## src/rtl/case2_bist_pkg.sv

```systemverilog
// Shared types, constants and step functions for the case2 BIST controller.
package case2_bist_pkg;

  typedef enum logic [1:0] {
    IDLE    = 2'd0,
    APPLY   = 2'd1,
    CAPTURE = 2'd2,
    DONE    = 2'd3
  } state_e;

  localparam logic [15:0] MISR_SEED    = 16'hFFFF;
  localparam logic [15:0] MISR_POLY    = 16'h1021;
  localparam logic [4:0]  LFSR_SEED    = 5'h01;
  localparam int unsigned NUM_PATTERNS = 32;
  localparam logic [4:0]  LAST_IDX     = 5'(NUM_PATTERNS - 1);

  function automatic logic [4:0] lfsr_next(input logic [4:0] s);
    return {s[3:0], s[4] ^ s[2]};
  endfunction

  function automatic logic [15:0] misr_step(input logic [15:0] sig, input logic [2:0] d);
    logic [15:0] sh;
    sh = {sig[14:0], 1'b0} ^ (sig[15] ? MISR_POLY : 16'h0000);
    return sh ^ {13'b0, d};
  endfunction

endpackage

```

## src/rtl/case2_bist_ctrl_if.sv

```systemverilog
// Control/observe bus between the BIST sequencer and its 16-bit MISR.
interface case2_bist_ctrl_if;
  logic        clear;
  logic        enable;
  logic [2:0]  data;
  logic [15:0] state;

  modport master (output clear, output enable, output data, input state);
  modport slave  (input clear, input enable, input data, output state);
endinterface

```

## src/rtl/case2_misr16.sv

```systemverilog
// 16-bit MISR compacting 3-bit responses; clear has priority over enable.
module case2_misr16
  import case2_bist_pkg::*;
(
  input  logic             clk,
  input  logic             rst_n,
  case2_bist_ctrl_if.slave bus
);

  logic [15:0] sig_q;
  logic [15:0] sig_d;

  always_comb begin
    sig_d = sig_q;
    if (bus.clear) begin
      sig_d = MISR_SEED;
    end else if (bus.enable) begin
      sig_d = misr_step(sig_q, bus.data);
    end
  end

  always_ff @(posedge clk or negedge rst_n) begin
    if (!rst_n) begin
      sig_q <= MISR_SEED;
    end else begin
      sig_q <= sig_d;
    end
  end

  assign bus.state = sig_q;

endmodule

```

## src/rtl/case2_bist_ctrl.sv

```systemverilog
// Exhaustive BIST sequencer for case2: LFSR patterns plus all-zero, MISR compaction.
// Define CASE2_BIST_GOLDEN_EN to add golden_sig/pass signature comparison.
module case2_bist_ctrl
  import case2_bist_pkg::*;
(
  input  logic        clk,
  input  logic        rst_n,
  input  logic        start,
  output logic [4:0]  stim,
  input  logic [2:0]  resp,
  output logic        busy,
  output logic        done,
  output logic [15:0] signature
`ifdef CASE2_BIST_GOLDEN_EN
  ,
  input  logic [15:0] golden_sig,
  output logic        pass
`endif
);

  case2_bist_ctrl_if misr_bus ();

  case2_misr16 u_misr (
    .clk   (clk),
    .rst_n (rst_n),
    .bus   (misr_bus)
  );

  state_e      state_q, state_d;
  logic [4:0]  lfsr_q, lfsr_d;
  logic [4:0]  idx_q, idx_d;
  logic [4:0]  stim_q, stim_d;
  logic        busy_q, busy_d;
  logic        done_q, done_d;
`ifdef CASE2_BIST_GOLDEN_EN
  logic        pass_q, pass_d;
`endif

  assign misr_bus.clear  = (state_q == IDLE) && start;
  assign misr_bus.enable = (state_q == CAPTURE);
  assign misr_bus.data   = resp;

  // stim is registered, so the next pattern is chosen from the next-state values
  always_comb begin
    state_d = state_q;
    lfsr_d  = lfsr_q;
    idx_d   = idx_q;
    stim_d  = stim_q;
`ifdef CASE2_BIST_GOLDEN_EN
    pass_d  = pass_q;
`endif
    case (state_q)
      IDLE: begin
        if (start) begin
          state_d = APPLY;
          lfsr_d  = LFSR_SEED;
          idx_d   = '0;
          stim_d  = LFSR_SEED;
`ifdef CASE2_BIST_GOLDEN_EN
          pass_d  = 1'b0;
`endif
        end
      end
      APPLY: begin
        state_d = CAPTURE;
      end
      CAPTURE: begin
        if (idx_q != LAST_IDX) begin
          state_d = APPLY;
          idx_d   = idx_q + 5'd1;
          lfsr_d  = lfsr_next(lfsr_q);
          stim_d  = (idx_d == LAST_IDX) ? '0 : lfsr_d;
        end else begin
          state_d = DONE;
          stim_d  = '0;
`ifdef CASE2_BIST_GOLDEN_EN
          pass_d  = (misr_step(misr_bus.state, resp) == golden_sig);
`endif
        end
      end
      DONE: begin
        state_d = IDLE;
      end
      default: begin
        state_d = IDLE;
        stim_d  = '0;
      end
    endcase
    busy_d = (state_d != IDLE);
    done_d = (state_d == DONE);
  end

  always_ff @(posedge clk or negedge rst_n) begin
    if (!rst_n) begin
      state_q <= IDLE;
      lfsr_q  <= LFSR_SEED;
      idx_q   <= '0;
      stim_q  <= '0;
      busy_q  <= 1'b0;
      done_q  <= 1'b0;
`ifdef CASE2_BIST_GOLDEN_EN
      pass_q  <= 1'b0;
`endif
    end else begin
      state_q <= state_d;
      lfsr_q  <= lfsr_d;
      idx_q   <= idx_d;
      stim_q  <= stim_d;
      busy_q  <= busy_d;
      done_q  <= done_d;
`ifdef CASE2_BIST_GOLDEN_EN
      pass_q  <= pass_d;
`endif
    end
  end

  assign stim      = stim_q;
  assign busy      = busy_q;
  assign done      = done_q;
  assign signature = misr_bus.state;
`ifdef CASE2_BIST_GOLDEN_EN
  assign pass      = pass_q;
`endif

endmodule
```

## config.mk

```make
export PLATFORM = sky130hd
export DESIGN_NAME = case2_bist_ctrl
export DESIGN_NICKNAME = d
export VERILOG_FILES = /design/src/rtl/case2_bist_pkg.sv /design/src/rtl/case2_bist_ctrl_if.sv /design/src/rtl/case2_misr16.sv /design/src/rtl/case2_bist_ctrl.sv
export SDC_FILE = /design/constraint.sdc
export NUM_CORES = 1
export LEC_CHECK = 0
export CAP_MARGIN = 40
export CELL_PAD_IN_SITES_DETAIL_PLACEMENT = 2
export CELL_PAD_IN_SITES_GLOBAL_PLACEMENT = 2
export CORE_ASPECT_RATIO = 1.1
export CORE_UTILIZATION = 29
export CTS_BUF_LIST = sky130_fd_sc_hd__clkbuf_8 sky130_fd_sc_hd__clkbuf_16
export CTS_CLUSTER_SIZE = 12
export DETAILED_ROUTE_END_ITERATION = 10
export PLACE_DENSITY_LB_ADDON = 0.1
export SLEW_MARGIN = 20
export SYNTH_ARGS = -nofsm -noshare
export SYNTH_HDL_FRONTEND = slang
export SYNTH_SLANG_ARGS = --single-unit
```

## constraint.sdc

```tcl
create_clock -name clk -period 1.8 [get_ports clk]
set_input_delay 0.36 -clock clk [delete_from_list [all_inputs] [get_ports clk]]
set_output_delay 0.36 -clock clk [all_outputs]
set_load 0.03 [all_outputs]
```

==> flow_summary.json, run 1 <==
{
  "post_synth_main_area_contributors": "dfrtp_1 (30%), dfstp_2 (30%), nor2_1 (4.7%), a31oi_1 (4.6%), xnor2_1 (3.5%)",
  "tritoncts": "yes",
  "critical_path.startpoint_type": "flop",
  "holdWs_ns": 0.487,
  "power.density_cell_area_nw_per_um2": 1760,
  "worst-slew-pin-transition_ns": 0.443,
  "critical_path_class": "flop to flop",
  "outcome": "finished, final reports clean",
  "finalHoldViolCount": 0,
  "drcViolationCount": 0,
  "detailed_place_hpwl_mm": 2.71,
  "wire_length_per_cell_um": 16.4,
  "antenna_violating_nets_post_route": 0,
  "cts_root_buf": "clkbuf_8",
  "drt_wl_total_mm": 3.92,
  "gp_congestion": 0.747,
  "dr_vias": 1163,
  "synth_top_area_share_pct": 29.8,
  "fin_worst_skew_ns": 0.00421,
  "design.portCount": 29,
  "post_synthesis_instance_total": 137,
  "grt_first_pass_wirelength_mm": 6.41,
  "synth.ff_latch_count": 35,
  "post_route_cells_drive_above_1_share_pct": 25.4,
  "synth.distinct_cells": 30,
  "number_of_antenna_violations_at_the_first_check_in_global_routing": 0,
  "globalRoute.totalOverflow": 0,
  "ff_latch_area_sq_um": 897,
  "drt_iter0_markers": 33,
  "sequential_fraction_of_the_synthesis_area_pct": 59.4,
  "p_leak_nw": 0.930,
  "dp_slack_ns": -0.0836,
  "fp.dieW_um": 70.8,
  "drt_first_pass_iters": 6,
  "grt_pass1_vias": 1339,
  "tightest_slew_margin_relative_to_the_limit_pct": 70.5,
  "maxCapViolations": 0,
  "clkLatencyLatePin_ns": 0.28,
  "finalSetupViolCount": 0,
  "synth_area_per_cell_sq_um": 11.0,
  "power_total_mw": 3.54,
  "die_h_um": 77.7,
  "area_of_the_multi_input_gates_sq_um": 547,
  "syn_nets": 146,
  "crit_required_ns": 1.97,
  "initial_utilization_pct": 30.2,
  "htree_num_levels": 2,
  "final.period_utilization_pct": 97.9,
  "drv_slew": 0,
  "vdd_ir_drop_max_uv": 613,
  "fin_nets": 189,
  "yosys_warnings": 0,
  "number_of_clock_sinks": 35,
  "synthDominantAreaCellType": "dfrtp_1",
  "cts-buffers-inserted": 5,
  "per_cell_via_count_in_the_routed_design": 4.87,
  "area_growth_pct": 33.2,
  "hold_buffers": 0,
  "path_max_fanout": 4,
  "die_area_sq_um": 5500,
  "port-buffer-count": 28,
  "totalNegativeSetupSlack_ns": 0,
  "floorplan.core_area_sq_um": 5000,
  "grt_start_max_net_pins": 36,
  "n_antenna_cell": 0,
  "clock_transition_at_the_registers_of_the_reported_paths_ns": 0.07,
  "period_minus_slack_ns": 1.76,
  "fill_cells": 550,
  "placed_area_sq_um": 1900,
  "syn-cell-area_sq_um": 1510,
  "timing.fmax_mhz": 568,
  "worst_ep_arrival_time_ns": 1.93,
  "final_area_sq_um": 2010,
  "setup_slack_ns": 0.0384,
  "rows": 27,
  "global_route.usage.total_pct": 15.1,
  "hold_class": "flop to flop",
  "worstSetupEndpointType": "flop",
  "clock_path_buffers": 2
}
==> layout by cell type, fill, tap and decap left out, types with 4 or more instances in the layout <==
cell,Yosys,routed
nor2_1,19,19
dfrtp_1,18,18
dfstp_2,17,17
dlygate4sd2_1,0,16
inv_1,13,15
buf_4,0,13
clkdlybuf4s50_1,0,12
a31oi_1,11,11
xnor2_1,6,6
a21oi_1,6,6
o21ai_1,6,6
nand2_1,5,5
clkbuf_8,0,5
a32o_1,4,4
a22o_1,4,4
==> critical path: stages (launching register included) <==
cell and delay, ns:
dfrtp_1 0.39, ha_2 0.19, and3_1 0.20, ha_4 0.27, nand3_1 0.09, or2_4 0.26
a32o_1 0.25
==> power breakdown <==
part	switching, mW	internal [mW]
Sequential	0.234	1.18
Combinational	0.971	0.622
Clock	0.272	0.260
==> per-stage QoR <==
step / instances / utilization (%)
floorplan: 137 / -
global placement: 227 / 37.9
detailed placement: 227 / 37.9
CTS: 235 / 39.2
global route: 239 / 40.2
finish: 239 / 40.2
==> cell usage after synthesis <==
cell	n
buf_2	1
and3_1	1
and2b_1	1
dfrtp_1	18
or3b_1	1
a32o_1	4
o21ai_2	2
nand3_1	2
or2_4	1
nor2b_1	2
and2_4	1
nor2_1	19
clkbuf_1	2
o21ai_0	1
a22o_1	4
inv_1	13
inv_2	2
buf_6	2
o21bai_1	1
xnor2_1	6
a21oi_1	6
dfstp_2	17
nand2b_1	1
nand2_1	5
a22oi_1	1
o21ai_1	6
ha_1	3
xor2_1	2
a31oi_1	11
nor2b_4	1
==> worst paths after layout <==
kind,startpoint,to,slack [ns],cells after the start
worst max-delay path,idx_q[0],stim[3],0.04,6
worst min-delay path,u_misr.bus.state[2],u_misr.bus.state[3],0.49,2
worst max register to register,idx_q[0],stim[3],0.04,6
worst min register to register,u_misr.bus.state[2],u_misr.bus.state[3],0.49,2
max in group asynchronous,rst_n,lfsr_q[0],0.96,2
min in group asynchronous,rst_n,done,0.50,2
==> registers in the layout, indices dropped and copies added, names as in the netlist <==
register          cells
stim                  5
lfsr_q                5
u_misr.bus.state     16
done                  1
state_q               2
idx_q                 5
busy                  1
==> kinds of logic after synthesis <==
| group | Yosys count | synth area share (%) |
|---|---|---|
| compound gates | 36 | 16.0 |
| simple gates | 35 | 11.4 |
| flops | 35 | 59.4 |
| buf+inv | 20 | 6.05 |
| xor+xnor | 8 | 4.64 |
| fa+ha+maj | 3 | 2.49 |
==> repair_timing <==
| action | in CTS | in global routing |
|---|---|---|
| buffers inserted | 0 | 4 |
| resized for setup | 17 | 4 |
| setup endpoints to repair | 17 | 13 |
| gates cloned | 0 | 0 |
| pin swaps | 0 | 3 |
==> per-layer routing <==
| metal | vias to the layer above | wire length (um) | GRT usage (%) |
|---|---|---|---|
| li1 | 543 | - | - |
| met1 | 590 | 1610 | 16.4 |
| met2 | 21 | 2130 | 28.5 |
| met3 | 9 | 124 | 4.03 |
| met4 | 0 | 50 | 4.20 |
| met5 | - | 0 | 0 |
==> cell type report <==
| class | instances | share of cell area (%) |
|---|---|---|
| flip-flops and latches | 35 | 44.6 |
| multi-input cells | 82 | 27.2 |
| repair buffers | 41 | 17.8 |
| well taps | 58 | 3.61 |
| clock buffers | 5 | 3.42 |
| inverters | 15 | 2.80 |
| clock inverters | 3 | 0.622 |
Power figures use the tool's default switching activity.
==> run 2: changes to the inputs <==
CELL_PAD_IN_SITES_DETAIL_PLACEMENT = 1   (was 2)
==> flow_summary.json, run 2 (same netlist as run 1, synthesis figures left out) <==
{
  "outcome": "finished, final reports clean",
  "grt_first_pass_wirelength_mm": 5.88,
  "period_minus_slack_ns": 1.75,
  "cts-buffers-inserted": 5,
  "maxCapViolations": 0,
  "htree_num_levels": 2,
  "globalRoute.totalOverflow": 0,
  "largest_register_ff_count": 16,
  "drt_wl_total_mm": 3.49,
  "grt_pass1_vias": 1224,
  "dr_vias": 1130,
  "fin_worst_skew_ns": 0.00696,
  "fp.dieW_um": 70.8,
  "worst_r2r_startpoint": "idx_q[0]",
  "layout_commonest_cell": "nor2_1",
  "design.portCount": 29,
  "critical_path.startpoint_type": "flop",
  "cts_root_buf": "clkbuf_8",
  "finalSetupViolCount": 0,
  "power.density_cell_area_nw_per_um2": 1760,
  "detailed_place_hpwl_mm": 2.41,
  "p_leak_nw": 0.912,
  "drt_first_pass_iters": 5,
  "global_route.usage.total_pct": 13.9,
  "timing.fmax_mhz": 573,
  "layout.cells.most_common_list": "nor2_1 (19), dfrtp_1 (18), dfstp_2 (17), dlygate4sd2_1 (16), inv_1 (13)",
  "clock_path_buffers": 2,
  "antenna_violating_nets_post_route": 0,
  "gp_congestion": 0.747,
  "number_of_clock_sinks": 35,
  "final.period_utilization_pct": 97.0,
  "drcViolationCount": 0,
  "holdWs_ns": 0.473,
  "wire_length_per_cell_um": 14.7,
  "clkLatencyLatePin_ns": 0.28,
  "drv_slew": 0,
  "critical_path_class": "flop to flop",
  "die_h_um": 77.7,
  "finalCoreUtilization_pct": 40.0,
  "tightest_slew_margin_relative_to_the_limit_pct": 69.2,
  "clock_transition_at_the_registers_of_the_reported_paths_ns": 0.08,
  "path_max_fanout": 4,
  "min_from": "u_misr.bus.state[2]",
  "n_antenna_cell": 0,
  "hold_end": "u_misr.bus.state[3]",
  "post_route_cells_drive_above_1_share_pct": 25.7,
  "worst-r2r-setup-slack_ns": 0.05,
  "crit_required_ns": 1.97,
  "grt_start_max_net_pins": 36,
  "finalHoldViolCount": 0,
  "rows": 27,
  "hold_class": "flop to flop",
  "vdd_ir_drop_max_uv": 604,
  "drt_iter0_markers": 42,
  "die_area_sq_um": 5500,
  "tritoncts": "yes",
  "whs_path_depth": 2,
  "floorplan.core_area_sq_um": 5000,
  "worstSetupEndpointType": "flop",
  "number_of_antenna_violations_at_the_first_check_in_global_routing": 0,
  "initial_utilization_pct": 30.2,
  "per_cell_via_count_in_the_routed_design": 4.77,
  "worst_ep_arrival_time_ns": 1.92,
  "reg2regPathDepth": 6,
  "fin_nets": 187,
  "area_growth_pct": 32.4,
  "worst-slew-pin-transition_ns": 0.462,
  "hold_buffers": 0,
  "port-buffer-count": 28,
  "reg2reg_to": "stim[3]"
}
run 2: cell types whose count changed in the layout (fill, tap and decap cells not counted):
cell	before	now
ha_1	1	2
nand3_1	2	1
clkinvlp_4	0	2
o21ai_2	1	2
inv_1	15	13
ha_2	1	0
o21ai_4	1	0
buf_4	13	11
nand3_2	0	1
run 2: per-stage QoR:
step / cells / power (mW) / setup TNS [ns] / setup WS [ns] / instance area (sq um)
2_1_floorplan: 137 / 2.38 / 0 / 0.0167 / 1510
4_1_cts: 235 / 3.55 / 0 / 0.0126 / 1970
6_report: 237 / 3.51 / 0 / 0.0547 / 2000
5_1_grt: 237 / 3.77 / -0.0407 / -0.0131 / 2000
3_3_place_gp: 227 / 3.01 / 0 / 0.0559 / 1900
3_5_place_dp: 227 / 3.05 / -0.0133 / -0.0133 / 1900
run 2: worst max-delay path by stage:
stage | startpoint | end | slack (ns) | cells past startpoint
finish | idx_q[0] | stim[3] | 0.05 | 6
global route | idx_q[0] | stim[4] | -0.01 | 6
CTS | idx_q[0] | stim[3] | 0.01 | 6
detailed placement | idx_q[0] | idx_q[2] | -0.01 | 7
global placement | idx_q[0] | idx_q[2] | 0.06 | 7
floorplan | idx_q[0] | idx_q[2] | 0.02 | 7
run 2: per-layer routing:
metal | vias to the layer above | routed length [um] | track usage [%]
li1 | 545 | - | -
met1 | 563 | 1520 | 16.3
met2 | 18 | 1840 | 24.9
met3 | 4 | 105 | 3.12
met4 | 0 | 24 | 4.80
met5 | - | 0 | 0
run 2: final cells by class:
class	count	area [sq um]
timing repair buffer	39	343
clock inverter	3	20.0
multi-input combinational	82	542
sequential	35	897
tap	58	72.6
inverter	15	56.3
fill	565	3000
clock buffer	5	68.8
run 2: worst max-delay path, cell delays in order (launching register included):
cell     delay (ns)
dfrtp_1        0.39
ha_1           0.22
and3_1         0.21
ha_4           0.27
nand3_2        0.06
or2_4          0.25
a32o_1         0.25
run 2: power by group:
part	internal, mW	switching, mW	total, mW
Combinational	0.608	0.943	1.55
Clock	0.269	0.295	0.565
Sequential	1.18	0.220	1.40
run 2: timing repair:
| action | CTS | global route |
|---|---|---|
| setup endpoints to repair | 17 | 7 |
| setup buffers | 0 | 2 |
| gates resized for setup | 17 | 3 |
| pin swaps | 0 | 1 |
==> run 3: changes to the inputs <==
SKIP_CTS_REPAIR_TIMING = 1   (was default)
==> flow_summary.json, run 3 (same netlist as run 1, synthesis figures left out) <==
{
  "cts_root_buf": "clkbuf_8",
  "largest_register_ff_count": 16,
  "worstSetupEndpointType": "flop",
  "path_cells": "ha_1, and3_4, ha_4, nand3_2, or2_4, a32o_1",
  "p_leak_nw": 0.969,
  "cellInternalPower_mw": 2.13,
  "pwr-share-clk_pct": 15.7,
  "dr_vias": 1133,
  "fin_nets": 187,
  "area_of_the_multi_input_gates_sq_um": 547,
  "maxCapViolations": 0,
  "power_total_mw": 3.59,
  "clkLatencyLatePin_ns": 0.28,
  "outcome": "finished, final reports clean",
  "fill_cells": 546,
  "grt_start_max_net_pins": 36,
  "global_route.usage.total_pct": 13.9,
  "fp.dieW_um": 70.8,
  "per_cell_via_count_in_the_routed_design": 4.78,
  "finalSetupViolCount": 0,
  "globalRoute.totalOverflow": 0,
  "grt_pass1_vias": 1224,
  "worst_ep_arrival_time_ns": 1.92,
  "totalNegativeSetupSlack_ns": 0,
  "design.portCount": 29,
  "tritoncts": "yes",
  "worst_path_largest_cell_delay_ns": 0.39,
  "critical_path.top_delay_family": "simple AND/OR/NAND/NOR gates",
  "drt_iter0_markers": 41,
  "htree_num_levels": 2,
  "layout_commonest_cell": "nor2_1",
  "timing.fmax_mhz": 574,
  "port-buffer-count": 28,
  "drv_slew": 0,
  "grt_first_pass_wirelength_mm": 5.87,
  "layout.cells.most_common_list": "nor2_1 (19), dfrtp_1 (18), dfstp_2 (17), dlymetal6s2s_1 (16), inv_1 (13)",
  "worst-slew-pin-transition_ns": 0.462,
  "gp_congestion": 0.747,
  "critical_path_buf_inv_count": 0,
  "n_antenna_cell": 0,
  "clock_transition_at_the_registers_of_the_reported_paths_ns": 0.08,
  "power.switching_fraction_pct": 40.8,
  "finalHoldViolCount": 0,
  "floorplan.core_area_sq_um": 5000,
  "number_of_clock_sinks": 35,
  "crit_required_ns": 1.97,
  "clock_path_buffers": 2,
  "initial_utilization_pct": 30.2,
  "critical_path.startpoint_type": "flop",
  "final.period_utilization_pct": 96.7,
  "cp_slowest_cell": "dfrtp_1",
  "wire_length_per_cell_um": 14.9,
  "share_of_total_power_in_sequential_cells_pct": 39.0,
  "die_h_um": 77.7,
  "vdd_ir_drop_max_uv": 607,
  "post_route_cells_drive_above_1_share_pct": 26.3,
  "drcViolationCount": 0,
  "cts-buffers-inserted": 5,
  "die_area_sq_um": 5500,
  "path_max_fanout": 4,
  "rows": 27,
  "switchingPower_mw": 1.46,
  "area_growth_pct": 36.7,
  "antenna_violating_nets_post_route": 0,
  "comb_power_share_pct": 45.3,
  "power.density_cell_area_nw_per_um2": 1740,
  "detailed_place_hpwl_mm": 2.41,
  "tightest_slew_margin_relative_to_the_limit_pct": 69.2,
  "drt_wl_total_mm": 3.52,
  "number_of_antenna_violations_at_the_first_check_in_global_routing": 0,
  "hold_class": "flop to flop",
  "critical_path_class": "flop to flop",
  "ff_latch_area_sq_um": 897,
  "fin_worst_skew_ns": 0.00669,
  "drt_first_pass_iters": 5,
  "period_minus_slack_ns": 1.74
}
==> run 3: cell types whose count changed in the layout (fill, tap and decap cells not counted), sizes merged <==
cell,previous run,this run
dlygate4sd2,16,0
dlymetal6s2s,0,16
==> run 3: cell type report <==
class                      count  area share [%]
tap                           58            3.52
sequential                    35            43.5
multi-input combinational     82            26.5
inverter                      15            2.73
clock buffer                   5            3.33
clock inverter                 3           0.970
timing repair buffer          39            19.5
==> run 3: stage by stage <==
| stage | cells | utilization [%] | worst slack, ns | hold slack [ns] | area, sq um |
|---|---|---|---|---|---|
| after global placement | 227 | 37.9 | 0.0559 | 0.476 | 1900 |
| after detailed placement | 227 | 37.9 | -0.0133 | 0.472 | 1900 |
| final | 237 | 41.3 | 0.0591 | 0.473 | 2060 |
| after floorplan | 137 | - | 0.0167 | 0.0644 | 1510 |
| after global routing | 237 | 41.3 | -0.00285 | 0.507 | 2060 |
| after CTS | 235 | 39.7 | -0.101 | 0.477 | 1980 |
==> run 3: metal layers <==
layer	GRT usage, %	vias to the layer above	wire length, um
li1	-	545	-
met1	16.3	566	1530
met2	24.8	18	1850
met3	3.12	4	116
met4	4.80	0	24
met5	0	-	0
==> run 3: power by group through the flow <==
stage	Sequential [mW]	Combinational, mW	Clock [mW]
after global routing	1.46	1.75	0.626
after CTS	1.41	1.63	0.596
after global placement	1.41	1.59	0
after floorplan	1.79	0.589	0
final	1.40	1.62	0.565
after detailed placement	1.43	1.62	0
==> run 3: worst paths after layout <==
check                                    startpoint                  end  slack [ns]  depth (start not counted)
worst max-delay path                       idx_q[0]              stim[3]        0.06                          6
min in group asynchronous                     rst_n           state_q[1]        0.50                          2
worst min register to register  u_misr.bus.state[2]  u_misr.bus.state[3]        0.47                          2
worst min-delay path            u_misr.bus.state[2]  u_misr.bus.state[3]        0.47                          2
worst max register to register             idx_q[0]              stim[3]        0.06                          6
max in group asynchronous                     rst_n  u_misr.bus.state[2]        0.96                          2
==> run 3: worst min-delay path: cells and delay by family, from the launching register on <==
family | cells | cell delay, ns
AO/OA/AOI/OAI | 1 | 0.06
flip-flops | 1 | 0.37
buffers and inverters | 1 | 0.04
